<file path="config.mk">
export PLATFORM = sky130hd
export DESIGN_NAME = seq_shifter
export DESIGN_NICKNAME = d
export VERILOG_FILES = /design/src/rtl/seq_shifter.sv
export SDC_FILE = /design/constraint.sdc
export NUM_CORES = 1
export LEC_CHECK = 0
export BUFFER_PORTS_ARGS = -buffer_cell sky130_fd_sc_hd__buf_2
export CAP_MARGIN = 0
export CORE_MARGIN = 2
export CORE_UTILIZATION = 55
export CTS_CLUSTER_SIZE = 8
export DETAILED_ROUTE_END_ITERATION = 16
export PLACE_DENSITY = 0.88
export RECOVER_POWER = 100
export SLEW_MARGIN = 10
export SYNTH_ARGS = -nofsm -noshare
export SYNTH_HDL_FRONTEND = slang
export SYNTH_SLANG_ARGS = --single-unit
</file>
<file path="constraint.sdc">
create_clock -name clk -period 2.66 [get_ports clk]
set_input_delay 0.266 -clock clk [delete_from_list [all_inputs] [get_ports clk]]
set_output_delay 0.266 -clock clk [all_outputs]
set_load 0.03 [all_outputs]
</file>
<file path="src/rtl/seq_shifter.sv">
// -----------------------------------------------------------------------------
// seq_shifter
//
// Purpose:
//   Iterative shifter for the RISC-V datapath. Latches a WIDTH-bit operand and
//   a shift amount on start, then shifts the working value by up to STEP bit
//   positions per clock. It produces SLL, SRL or SRA, and optionally ROL.
//   The final value is written to result on the same edge that raises the
//   one-cycle done pulse.
//
// Parameters:
//   WIDTH  operand/result width (power of two, >= 2)
//   STEP   maximum bit positions shifted per cycle (1, 2, 4 or 8; <= WIDTH)
//
// Ports:
//   clk      in   rising-edge clock
//   rst      in   synchronous reset, active-high
//   start    in   request, sampled only in IDLE
//   op       in   00 SLL, 01 SRL, 10 SRA, 11 ROL (or SLL, see below)
//   data_in  in   operand, latched when start is accepted
//   shamt    in   shift amount (SHW bits), latched when start is accepted
//   busy     out  high from the accepting edge until the edge raising done
//   done     out  one-cycle completion pulse
//   result   out  registered shifted value, held until the next completion
//
// Configuration macro:
//   SEQ_SHIFTER_ROTATE_EN  when defined, op=11 is rotate-left; when undefined,
//                          op=11 decodes as SLL and no rotate logic is built.
// -----------------------------------------------------------------------------
module seq_shifter #(
    parameter int WIDTH = 32,
    parameter int STEP  = 1
) (
    input  logic                       clk,
    input  logic                       rst,
    input  logic                       start,
    input  logic [1:0]                 op,
    input  logic [WIDTH-1:0]           data_in,
    input  logic [$clog2(WIDTH)-1:0]   shamt,
    output logic                       busy,
    output logic                       done,
    output logic [WIDTH-1:0]           result
);

    localparam int SHW = $clog2(WIDTH);

    // One extra bit so that STEP == WIDTH is still representable.
    localparam logic [SHW:0] L_STEP  = (SHW+1)'(STEP);
    localparam logic [SHW:0] L_WIDTH = (SHW+1)'(WIDTH);

    localparam logic ST_IDLE  = 1'b0;
    localparam logic ST_SHIFT = 1'b1;

    localparam logic [1:0] OP_SLL = 2'b00;
    localparam logic [1:0] OP_SRL = 2'b01;
    localparam logic [1:0] OP_SRA = 2'b10;
    localparam logic [1:0] OP_ROL = 2'b11;

    logic             r_state;
    logic [WIDTH-1:0] r_work;
    logic [SHW-1:0]   r_rem;
    logic [1:0]       r_op;
    logic             r_busy;
    logic             r_done;
    logic [WIDTH-1:0] r_result;

    logic [SHW:0]     w_rem_ext;
    logic [SHW:0]     w_s;
    logic [WIDTH-1:0] w_next;

    // Step size for this cycle: min(STEP, rem)
    always_comb begin
        w_rem_ext = {1'b0, r_rem};
        if (w_rem_ext < L_STEP) begin
            w_s = w_rem_ext;
        end else begin
            w_s = L_STEP;
        end
    end

    // Next working value: shift r_work by w_s according to the latched op
    always_comb begin
        w_next = r_work;
        case (r_op)
            OP_SLL:  w_next = r_work << w_s;
            OP_SRL:  w_next = r_work >> w_s;
            // Sign fill comes from the current MSB, which is the latched data_in sign.
            OP_SRA:  w_next = WIDTH'($signed(r_work) >>> w_s);
`ifdef SEQ_SHIFTER_ROTATE_EN
            // w_s is never 0 when this value is used, so the right shift stays < WIDTH.
            OP_ROL:  w_next = (r_work << w_s) | (r_work >> (L_WIDTH - w_s));
`else
            OP_ROL:  w_next = r_work << w_s;
`endif
            default: w_next = r_work << w_s;
        endcase
    end

    // Control FSM and datapath registers
    always_ff @(posedge clk) begin
        if (rst) begin
            r_state  <= ST_IDLE;
            r_work   <= {WIDTH{1'b0}};
            r_rem    <= {SHW{1'b0}};
            r_op     <= 2'b00;
            r_busy   <= 1'b0;
            r_done   <= 1'b0;
            r_result <= {WIDTH{1'b0}};
        end else begin
            case (r_state)
                ST_IDLE: begin
                    r_done <= 1'b0;
                    if (start) begin
                        r_work  <= data_in;
                        r_rem   <= shamt;
                        r_op    <= op;
                        r_busy  <= 1'b1;
                        r_state <= ST_SHIFT;
                    end else begin
                        r_state <= ST_IDLE;
                    end
                end
                ST_SHIFT: begin
                    if (r_rem != {SHW{1'b0}}) begin
                        r_work <= w_next;
                        r_rem  <= r_rem - w_s[SHW-1:0];
                    end else begin
                        r_result <= r_work;
                        r_done   <= 1'b1;
                        r_busy   <= 1'b0;
                        r_state  <= ST_IDLE;
                    end
                end
                default: begin
                    r_state <= ST_IDLE;
                    r_busy  <= 1'b0;
                    r_done  <= 1'b0;
                end
            endcase
        end
    end

    assign busy   = r_busy;
    assign done   = r_done;
    assign result = r_result;

endmodule
</file>
Word-level counts from Yosys, hierarchy flattened
Cells that the tools add are included.
{ "totals": {"reg_bits": 74, "word_cells": 43, "in_bits": 42} }
{ "op_classes": {"addsub": 1, "bitwise_logic": 2, "n_eq_ne": 6, "n_reduce_logical": 7, "n_shift": 3, "muxes": 16, "order_cmp": 1} }
{ "ops": {"columns": ["op", "count"], "rows": [
  ["$pmux 32 s3", 1],
  ["$mux 32", 2],
  ["$pmux 32 s2", 1],
  ["$shl 32x6->32", 1],
  ["$shr 32x6->32", 1],
  ["$sshr 32x6->32", 1],
  ["$mux 5", 3],
  ["$pmux 5 s2", 1],
  ["$reduce_and 2->1", 4],
  ["$pmux 1 s2", 3],
  ["$lt 5x1->1 const B", 1],
  ["$mux 1", 5],
  ["$reduce_bool 5->1", 1],
  ["$sub 5x5->5", 1],
  ["$eq 2x2->1 const B", 2],
  ["$ne 2x2->1 const B", 2],
  ["$eq 2x1->1 const B", 1],
  ["$logic_not 2->1", 1],
  ["$ne 2x1->1 const B", 1],
  ["$not 1->1", 2],
  ["$reduce_or 2->1", 1]
]} }

Depth between registers and ports, before layout
{ "depth": {"depth_word": 6, "ltp_mapped": 9, "mapped_depth_nobuf": 6} }

Worst setup path after synthesis
OpenSTA, ideal clock, no wires.
{ "synth_path": {"path_type": "flip-flop to flip-flop", "start": "register r_rem[1]", "end": "register r_rem[4]", "setup_slack_ns": 0.665, "n_path_buf": 3, "setup_ns": 0.074, "stages_incl_launch_ff": 10, "period_less_slack_ns": 1.995, "arrival_time_ns": 1.921, "cell_sequence": "dfxtp_1 -> buf_6 -> nor2_2 -> buf_4 -> buf_2 -> a21o_1 -> ha_1 -> or3_1 -> or3_1 -> a31oi_1"} }
{ "synth_via": {"elab_chain_cells": 5} }
{ "synth_rtl": {"columns": ["item", "line", "text"], "rows": [
  ["start: declaration", "61", "logic [SHW-1:0] r_rem;"],
  ["start signal: assignment", "104", "r_rem <= {SHW{1'b0}};"],
  ["start signal: assignment", "115", "r_rem <= shamt;"],
  ["start signal: assignment", "126", "r_rem <= r_rem - w_s[SHW-1:0];"],
  ["$lt 5x1->1", "74", "if (w_rem_ext < L_STEP) begin"],
  ["$mux 5", "74", null],
  ["$sub 5x5->5", "126", null],
  ["$mux 5", "124", "if (r_rem != {SHW{1'b0}}) begin"],
  ["$pmux 5 s2", "110", "case (r_state)"]
]} }
Several ways; a longest one is shown, not always the timed one. The select of a mux whose other input is x is not followed.
A chain may end at the register's enable or synchronous reset.

Final worst setup path
Ends and elaborated chain as after synthesis.

==> impl_results.md <==
- RD Place Congestion: 0.8096
- Routed WL per cell: 15.85 um
- Register area: 0.001481 mm2
- CP Capture Type: flip-flop
- CP Launch Type: flip-flop
- Core area: 0.006422 mm2
- Cts bufs inserted: 9
- Primary FF master, synth: dfxtp_1
- H-Tree Depth: 3
- Max-slew headroom: 0.4270
- Hold WS: 0.1466 ns
- Remaining antenna violation count after routing: 0
- Slew Viols, Final: 0
- Adder-cell area share of the yosys netlist: 0.01017
- Synthesized area: 0.003692 mm2
- Setup_tns: 0 ns
- Tcrit/Tclk final: 0.8402
- RSZ-0062 raised after global routing: false
- Syn nets: 503
- EDFF count, synth: 0
- Fraction of synthesized area in multiplexers: 0.008133
- Power Dens Cells: between 600 and 700 mW/mm2
- First-pass DRT Iterations: 5
- Maximum vdd drop: around 420 uV
- Layout Utilization: 0.6507
- Synthesis Warnings: 0
- CP max stage delay: 0.45 ns
- Die height: between 80 and 90 um
- Vias: 3674
- Post-layout min period: 2.235 ns
- Initial drt markers: 334
- Clock transition at path regs: approximately 0.080 ns
- Total GRT Usage: 0.2677
- CP arrival: 2.52 ns
- Drt drc: 0
- Fillers: 584
- IO buf count: 75
- TritonCTS clock tree: yes
- Gr ovfl total: 0
- Largest net degree at the start of global routing: 60
- Status: complete, no violations
- Post-Synth XOR/XNOR Area: 0
- CP delay by family, top: simple AND/OR/NAND/NOR gates
- Initial Utilization: 0.5749
- Hold-fix buffers at CTS: 0
- Highest net fanout along the worst path: 15
- Area Growth Syn to Fin: 13.18%
- Die Wd: ~86 um
- Clk_lat worst skew: 0.35 ns
- Ports: 76
- Mapped Cells: about 460
- CP bufs+invs: 1
- Drt total wl: 9416 um
- Layout cells sized above 1: 0.1296
- Sequential area share after synthesis: 0.4012
- Synth Register Bits: 74
- Worst-margin pin slew: 0.8505 ns
- Leakage: 1.491 nW
- Detailed-placement wirelength estimate: between 6000 and 7000 um
- Critical path class: flip-flop to flip-flop
- Clk buf depth: 2
- Async SR Flop Fraction: 0
- Die area: ~0.0074 mm2
- Num Clock Sinks: 74
- Avg Inst Size Synth: just over 8 um2
- Largest family of logic cells by synthesized area: compound AO/OA/AOI/OAI gates
- CP Cell Sequence: nor2_1 -> clkbuf_1 -> a21o_1 -> ha_1 -> or3_1 -> or3_1 -> a31oi_1
- Critical path's most frequent cell: or3_1
- # Max-Cap Violations: 0
- Synth Area in Compound Gates: 0.2775
- Hold Crit Class: input pin to flip-flop
- Final setup viols: 0
- Critical path's slowest cell: dfxtp_1
- CTS Root Cell: clkbuf_8
- Post-CTS sizing: 0
- Synth unique cells: 42
- Post-CTS Setup Inserts: 0
- Vias in the first global route: 3359
- Most frequent cells in the layout: nand2_1 (99), dfxtp_1 (74), buf_2 (41), clkbuf_1 (39), a21oi_1 (36)
- First-pass GRT wire length: 15840 um
- Cell row count: 29
- Final Hold Viols: 0
- F_max: approximately 450 MHz
- Multi-input combinational cell area: 0.001978 mm2
- Post-Synth Simple-Gate Area: 0.2416
- Commonest non-fill, non-tap cell in the layout: nand2_1
- Layout Nets: 557
- Via-to-Cell Ratio: 6.185
- Required time worst endpoint: a little under 3 ns
- Skew final: 0.005480 ns
- Initial antenna violation count: 0
- Ant diodes: 0
## final cells by class
cell class                      instances  area share
Sequential cell                        74      0.3545
Multi-Input combinational cell        336      0.4734
Clock inverter                          2    0.002395
Timing Repair Buffer                   88      0.1027
Clock buffer                           14     0.04132
Tap cell                               77     0.02305
Inverter                                3    0.002695
## synth_stat cells (2+ instances only)
cell      count  area share
inv_1         3      0.0030
or3_1         3      0.0051
nand3_1      29       0.039
buf_2        12       0.016
a211oi_1     32       0.065
buf_1         2      0.0020
ha_1          3       0.010
nor2b_1      30       0.051
nor4_1        3      0.0051
mux2i_1       3      0.0081
a22o_1       27       0.064
a311oi_1     28       0.066
buf_4         5       0.010
nand2_1      99        0.10
a221oi_1      4      0.0095
nor2_1       14       0.014
clkbuf_1     24       0.024
nor3_1        4      0.0054
a31oi_1       2      0.0034
dfxtp_1      74        0.40
a21oi_1      36       0.049
## power breakdown
part	switching, W	internal (W)
combinational	0.000462	0.000279
clock	0.000408	0.000413
sequential	0.000122	0.00121
## metrics by stage
stage                     setup WS, ns  total power [W]  instances  instance area, um2
after floorplan                 0.6646         0.001903        458                3692
after global placement          0.7630         0.002067        578                4063
after detailed placement        0.6589         0.002097        578                4063
after CTS                       0.6629         0.002909        594                4245
after global routing            0.2952         0.003032        594                4179
final                           0.4252         0.002890        594                4179
## routing by layer
metal,global-route usage,vias to the layer above,share of wire
li1,-,1763,-
met1,0.3663,1714,0.44
met2,0.4045,180,0.46
met3,0.06833,17,0.087
met4,0.1053,0,0.019
met5,0,-,0
## final timing paths
path	from	endpoint	slack, ns	cells past startpoint
worst max-delay path	r_rem[1]	r_rem[4]	0.43	7
worst min-delay path	op[1]	r_op[1]	0.15	3
worst max register to register	r_rem[1]	r_rem[4]	0.43	7
worst min register to register	result[2]	result[2]	0.46	2
## cell families (layout without fill, tap and decap cells)
| logic type | Yosys count | count (layout) |
|---|---|---|
| mux | 3 | 3 |
| buf+inv | 48 | 107 |
| fa+ha+maj | 3 | 3 |
| flops | 74 | 74 |
| simple gates | 192 | 192 |
| compound gates | 138 | 138 |
## worst min-delay path, stage by stage
cell and delay, ns:
buf_2 0.10, nand2_1 0.04, a21oi_1 0.05
## registers in the layout (all words and copies together), names as in the netlist
register  flops
done          1
r_rem         5
busy          1
r_state       1
result       32
r_work       32
r_op          2
(Power assumes the default switching activity.)
